[src/rtl/fifo_lfsr_pkg.sv]
// rtl/fifo_lfsr_pkg.sv - shared types and constants for the FIFO drain controller
package fifo_lfsr_pkg;

  typedef enum logic [1:0] {
    IDLE  = 2'd0,
    RUN   = 2'd1,
    FLUSH = 2'd2,
    DONE  = 2'd3
  } drain_state_t;

  // Right-shifting Fibonacci form of x^16+x^14+x^13+x^11+1: feedback = q[0]^q[2]^q[3]^q[5]
  localparam logic [15:0] LFSR16_TAPS     = 16'h002D;
  localparam logic [15:0] KS_SEED_DEFAULT = 16'hACE1;

endpackage

[src/rtl/fifo_drain_ctrl_if.sv]
// rtl/fifo_drain_ctrl_if.sv - FIFO read port plus valid/ready output stream of the drain controller
interface fifo_drain_ctrl_if #(
  parameter int DATA_WIDTH = 8
);
  logic                  fifo_empty;
  logic                  fifo_rd_en;
  logic [DATA_WIDTH-1:0] fifo_data;
  logic                  m_valid;
  logic                  m_ready;
  logic [DATA_WIDTH-1:0] m_data;

  modport master (
    input  fifo_empty, fifo_data, m_ready,
    output fifo_rd_en, m_valid, m_data
  );

  modport slave (
    output fifo_empty, fifo_data, m_ready,
    input  fifo_rd_en, m_valid, m_data
  );
endinterface

[src/rtl/lfsr_keystream.sv]
// rtl/lfsr_keystream.sv - Fibonacci LFSR keystream; load has priority over step
module lfsr_keystream
  import fifo_lfsr_pkg::*;
#(
  parameter int               WIDTH = 16,
  parameter logic [WIDTH-1:0] TAPS  = LFSR16_TAPS,
  parameter logic [WIDTH-1:0] SEED  = KS_SEED_DEFAULT
) (
  input  logic             clk,
  input  logic             rst,
  input  logic             load,
  input  logic             step,
  output logic [WIDTH-1:0] q
);
  logic [WIDTH-1:0] q_q, q_d;

  always_comb begin
    q_d = q_q;
    if (load) begin
      q_d = SEED;
    end else if (step) begin
      q_d = {^(q_q & TAPS), q_q[WIDTH-1:1]};
    end
  end

  always_ff @(posedge clk) begin
    if (rst) begin
      q_q <= SEED;
    end else begin
      q_q <= q_d;
    end
  end

  assign q = q_q;
endmodule

[src/rtl/fifo_drain_ctrl.sv]
// rtl/fifo_drain_ctrl.sv - drains burst_len words from a FIFO through a 2-entry skid buffer
// Optional output scrambling with an LFSR keystream when FIFO_DRAIN_SCRAMBLE_EN is defined.
module fifo_drain_ctrl
  import fifo_lfsr_pkg::*;
#(
  parameter int DATA_WIDTH = 8,
  parameter int CNT_WIDTH  = 16
`ifdef FIFO_DRAIN_SCRAMBLE_EN
  ,
  parameter logic [15:0] KS_SEED = KS_SEED_DEFAULT
`endif
) (
  input  logic                 clk,
  input  logic                 rst,
  input  logic                 start,
  input  logic [CNT_WIDTH-1:0] burst_len,
  output logic                 busy,
  output logic                 done,
  fifo_drain_ctrl_if.master    bus
);
  drain_state_t          state_q;
  logic [CNT_WIDTH-1:0]  issued_q;
  logic [CNT_WIDTH-1:0]  len_q;
  logic                  busy_q;
  logic                  done_q;
  logic                  inflight_q;
  logic [1:0]            occ_q;
  logic [DATA_WIDTH-1:0] head_q;
  logic [DATA_WIDTH-1:0] tail_q;

  logic                  hs;
  logic                  rd_en;
  logic                  start_acc;
  logic [2:0]            occ_after;

  assign hs        = bus.m_valid & bus.m_ready;
  assign start_acc = start & (state_q == IDLE);
  // Occupancy the buffer would reach once the current read lands, net of this cycle's pop
  assign occ_after = {1'b0, occ_q} + {2'b00, inflight_q} - {2'b00, hs};
  assign rd_en     = (state_q == RUN) & ~bus.fifo_empty & (issued_q < len_q) & (occ_after < 3'd2);

  always_ff @(posedge clk) begin
    if (rst) begin
      state_q  <= IDLE;
      issued_q <= '0;
      len_q    <= '0;
      busy_q   <= 1'b0;
      done_q   <= 1'b0;
    end else begin
      case (state_q)
        IDLE: begin
          done_q <= 1'b0;
          if (start) begin
            len_q    <= burst_len;
            issued_q <= '0;
            busy_q   <= 1'b1;
            state_q  <= RUN;
          end
        end
        RUN: begin
          if (rd_en) begin
            issued_q <= issued_q + CNT_WIDTH'(1);
          end
          if (issued_q == len_q) begin
            state_q <= FLUSH;
          end
        end
        FLUSH: begin
          if (!inflight_q && occ_q == 2'd0) begin
            busy_q  <= 1'b0;
            done_q  <= 1'b1;
            state_q <= DONE;
          end
        end
        DONE: begin
          done_q  <= 1'b0;
          state_q <= IDLE;
        end
        default: state_q <= IDLE;
      endcase
    end
  end

  always_ff @(posedge clk) begin
    if (rst) begin
      inflight_q <= 1'b0;
      occ_q      <= 2'd0;
      head_q     <= '0;
      tail_q     <= '0;
    end else begin
      inflight_q <= rd_en;
      case ({inflight_q, hs})
        2'b10: begin
          if (occ_q == 2'd0) begin
            head_q <= bus.fifo_data;
          end else begin
            tail_q <= bus.fifo_data;
          end
          occ_q <= occ_q + 2'd1;
        end
        2'b01: begin
          head_q <= tail_q;
          occ_q  <= occ_q - 2'd1;
        end
        2'b11: begin
          if (occ_q == 2'd1) begin
            head_q <= bus.fifo_data;
          end else begin
            head_q <= tail_q;
            tail_q <= bus.fifo_data;
          end
        end
        default: ;
      endcase
    end
  end

`ifdef FIFO_DRAIN_SCRAMBLE_EN
  logic [15:0] ks;

  lfsr_keystream #(
    .WIDTH (16),
    .TAPS  (LFSR16_TAPS),
    .SEED  (KS_SEED)
  ) u_keystream (
    .clk  (clk),
    .rst  (rst),
    .load (start_acc),
    .step (hs),
    .q    (ks)
  );

  assign bus.m_data = head_q ^ ks[DATA_WIDTH-1:0];
`else
  assign bus.m_data = head_q;
`endif

  assign bus.m_valid    = (occ_q != 2'd0);
  assign bus.fifo_rd_en = rd_en;
  assign busy           = busy_q;
  assign done           = done_q;
endmodule

[src/flat_wrapper.sv]
// flat-port wrapper written by rule: the top's interface ports become plain ports
module fifo_drain_ctrl_flat import fifo_lfsr_pkg::*;
#(
  parameter int DATA_WIDTH = 8,
  parameter int CNT_WIDTH  = 16

)
  (clk, rst, start, burst_len, busy, done, bus_fifo_empty, bus_fifo_data, bus_m_ready, bus_fifo_rd_en, bus_m_valid, bus_m_data);
  fifo_drain_ctrl_if #(.DATA_WIDTH(DATA_WIDTH)) bus_i ();
  input  logic clk;
  input  logic rst;
  input  logic start;
  input  logic [CNT_WIDTH-1:0] burst_len;
  output logic busy;
  output logic done;
  input wire logic [$bits(bus_i.fifo_empty)-1:0] bus_fifo_empty;
  input wire logic [$bits(bus_i.fifo_data)-1:0] bus_fifo_data;
  input wire logic [$bits(bus_i.m_ready)-1:0] bus_m_ready;
  output wire logic [$bits(bus_i.fifo_rd_en)-1:0] bus_fifo_rd_en;
  output wire logic [$bits(bus_i.m_valid)-1:0] bus_m_valid;
  output wire logic [$bits(bus_i.m_data)-1:0] bus_m_data;
  assign bus_i.fifo_empty = bus_fifo_empty;
  assign bus_i.fifo_data = bus_fifo_data;
  assign bus_i.m_ready = bus_m_ready;
  assign bus_fifo_rd_en = bus_i.fifo_rd_en;
  assign bus_m_valid = bus_i.m_valid;
  assign bus_m_data = bus_i.m_data;
  fifo_drain_ctrl #(.DATA_WIDTH(DATA_WIDTH), .CNT_WIDTH(CNT_WIDTH)) u_core (.clk(clk), .rst(rst), .start(start), .burst_len(burst_len), .busy(busy), .done(done), .bus(bus_i));
endmodule
[config.mk]
export PLATFORM = sky130hd
export DESIGN_NAME = fifo_drain_ctrl_flat
export DESIGN_NICKNAME = d
export VERILOG_FILES = /design/src/rtl/fifo_lfsr_pkg.sv /design/src/rtl/fifo_drain_ctrl_if.sv /design/src/rtl/lfsr_keystream.sv /design/src/rtl/fifo_drain_ctrl.sv /design/src/flat_wrapper.sv
export SDC_FILE = /design/constraint.sdc
export NUM_CORES = 1
export LEC_CHECK = 0
export BUFFER_PORTS_ARGS = -buffer_cell sky130_fd_sc_hd__buf_2
export CORE_AREA = 2 2 74 76
export DETAILED_ROUTE_END_ITERATION = 10
export DIE_AREA = 0 0 76 78
export PLACE_DENSITY = 0.89
export REMOVE_ABC_BUFFERS = 1
export SKIP_CTS_REPAIR_TIMING = 1
export SYNTH_ARGS = -nofsm -noshare
export SYNTH_HDL_FRONTEND = slang
export SYNTH_SLANG_ARGS = --single-unit
[constraint.sdc]
create_clock -name clk -period 6.35 [get_ports clk]
set_input_delay 1.27 -clock clk [delete_from_list [all_inputs] [get_ports clk]]
set_output_delay 1.27 -clock clk [all_outputs]
set_load 0.005 [all_outputs]
==> results by group <==
Status
  – Status: finished, final reports clean

Worst setup path
  – CP Class: in -> out
  – Critical Path Sink Type: output port
  – CP delay by family, top: adder cells
  – CP peak stage delay: 0.48 ns
  – Critical path buffer and inverter count: 3
  – Most frequent CP cell: buf_2
  – Crit start category: primary input
  – CP max FO: 4
  – Critical-path top delay cell: fa_1
  – Arrival @ worst endpoint: 3.39 ns
  – Cell breakdown of the critical path: buf_2 > nor2b_1 > ha_1 > nand2b_1 > fa_1 > nand4bb_1 > a211oi_2 > o211a_4 > nand3_2 > inv_1 > buf_2
  – WP data required: 5.08 ns

Floorplanning
  – Die Y: 78 µm
  – Initial core utilization: 0.596
  – Die width: 76 µm
  – Die footprint: 0.00593 mm²
  – Core Box Area: 0.00504 mm²
  – Ports: 41
  – Row count: 26

Cells and area
  – Footprint of the multi-input gates: 0.00172 mm²
  – Share of cells above drive strength 1: 0.159
  – Diode count: 0
  – FF/Latch Area: 0.00110 mm²
  – Fillers: 414
  – Post-route design area: 0.00334 mm²
  – Layout area overhead: 11.0%
  – # nets final: 450

Global route
  – Vias in the first global route: 2590
  – Remaining global-route overflow: 0
  – Initial antenna violation count: 0
  – First-pass GRT wire length: 11400 µm
  – Overall Global Routing Usage: 0.232
  – Largest net degree at the start of global routing: 59

Clock tree
  – Clk buf depth: 2
  – Register clock-pin slew on the reported worst setup and hold paths: 0.10 ns
  – # H-tree levels: 2
  – Clk root buf: clkbuf_8
  – CTS tree: built
  – CTS Buf Count: 5
  – Sink Count: 55
  – Later-pin clock latency in the skew report: 0.30 ns

Logic synthesis
  – Sequential fraction of the synthesis area: 0.366
  – Top-area cell type share of the netlist area: 0.366
  – Leading post-synthesis cells by cell area: dfxtp_1, ha_1, nand2_1, a21oi_1, inv_1
  – Commonest cells post-synth: nand2_1, dfxtp_1, inv_1
  – Synth Instances: 358
  – Cell area after synthesis: 0.00301 mm²
  – Number of synthesized flops with an enable pin: 0
  – Area leader, netlist: dfxtp_1
  – Fraction of registers with async set/reset: 0
  – Synthesized flop and latch total: 55
  – YS warnings: 0
  – Most common cell in the netlist: nand2_1
  – Top_reg_cell synth: dfxtp_1
  – Synth cell types: 53
  – Avg Synthesized Cell Area: 8.39 µm²

STA
  – Worst slew margin: 0.341
  – Period utilization: 0.734
  – Worst Skew: 0.00913 ns
  – Final setup fails: 0
  – RSZ-0062 raised after global routing: false
  – Max Fclk: 215 MHz
  – TNS Setup: 0 ns
  – Final hold vios: 0
  – Crit path time final: 4.66 ns
  – Tightest Pin Transition: 0.984 ns
  – Max Slew Vio Count: 0

Run
  – Max-Cap Viols: 0

Route
  – Wire per inst: 14.0 µm
  – DR pass1 iterations: 5
  – Total wire length: 6490 µm
  – Vias: 2681
  – DRT iter0 DRCs: 168
  – ANT nets after route: 0
  – Vias per inst: 5.77
  – Remaining DRCs: 0

Place
  – Cell Area, Placed: 0.00325 mm²
  – Port buffer count: 40
  – DP HPWL: 4760 µm
  – GP Congestion: 0.823

Hold path
  – Hold crit path type: reg -> reg

Pwr
  – Pwr Density: 356 mW/mm²
  – VDD IR max: 0.255 mV
  – P_leak: 1.37 nW
## placed cells by master (no fill, tap or decap), types with 5 or more instances in the layout
master / netlist / layout
buf_2: 1 / 40
nand3_1: 8 / 8
dfxtp_1: 55 / 55
nor2_1: 31 / 31
o21ai_0: 6 / 6
a21oi_1: 25 / 25
nor3_1: 12 / 12
nand2_1: 63 / 63
a221oi_2: 6 / 6
ha_1: 26 / 26
nand2b_1: 5 / 5
a222oi_1: 8 / 8
clkbuf_8: 0 / 5
inv_1: 33 / 33
mux2i_1: 9 / 9
## sequential cells by signal, summed over array words and instances (netlist names)
name	cells
u_core.bus.m_data	8
u_core.busy	1
u_core.done	1
u_core.inflight_q	1
u_core.issued_q	16
u_core.len_q	16
u_core.occ_q	2
u_core.state_q	2
u_core.tail_q	8
## where the power goes
group / internal (W) / switching (W) / total, W
Combinational: 0.000203 / 0.000334 / 0.000538
Clock: 0.0000796 / 0.000117 / 0.000196
Sequential: 0.000413 / 0.0000406 / 0.000453
## logic make-up (layout without fill, tap and decap cells)
logic type / count (synthesis) / count (layout) / share of synthesized area
AO/OA/AOI/OAI: 78 / 78 / 0.206
XOR/XNOR: 3 / 3 / 0.00874
adder cells (fa/ha/maj): 27 / 27 / 0.115
buffers and inverters: 46 / 83 / 0.0604
flip-flops: 55 / 55 / 0.366
multiplexers: 9 / 9 / 0.0300
AND/OR/NAND/NOR: 140 / 140 / 0.214
## through the flow
step,cells,total power (W),setup slack (ns),hold slack [ns],util
after floorplan,346,0.000842,2.01,0.430,-
after global placement,457,0.000971,1.75,0.443,0.644
after detailed placement,457,0.000997,1.68,0.451,0.644
after CTS,465,0.00119,1.67,0.466,0.662
after global routing,465,0.00129,1.51,0.490,0.662
final,465,0.00119,1.69,0.465,0.662
## final timing paths
check	from	end	slack (ns)	cells after the start
max	bus_m_ready	bus_fifo_rd_en	1.69	11
min	u_core.len_q[10]$_SDFFE_PP0P_	u_core.len_q[10]$_SDFFE_PP0P_	0.46	2
max reg2reg	u_core.occ_q[1]$_SDFFE_PP0N_	u_core.issued_q[5]$_SDFFE_PP0P_	2.66	12
min reg2reg	u_core.len_q[10]$_SDFFE_PP0P_	u_core.len_q[10]$_SDFFE_PP0P_	0.46	2
## layout make-up
type / instances / share of cell area
Timing Repair Buffer: 41 / 0.0623
Sequential cell: 55 / 0.330
Clock buffer: 6 / 0.0218
Tap cell: 70 / 0.0263
Inverter: 34 / 0.0383
Clock inverter: 2 / 0.00488
Multi-Input combinational cell: 257 / 0.517
## worst min-delay path: cells and delay by family (launching register included)
kind	cells	cell delay [ns]
simple gates	1	0.05
compound gates	1	0.05
flops	1	0.32
## routing by layer
| metal | vias to the layer above | global-route usage | share of wire |
|---|---|---|---|
| met2 | 70 | 0.435 | 0.50 |
| met5 | - | 0 | 0 |
| met3 | 11 | 0.0407 | 0.040 |
| li1 | 1340 | - | - |
| met4 | 0 | 0.0618 | 0.013 |
| met1 | 1260 | 0.272 | 0.44 |
No activity file was read; power rests on OpenSTA's default activity.
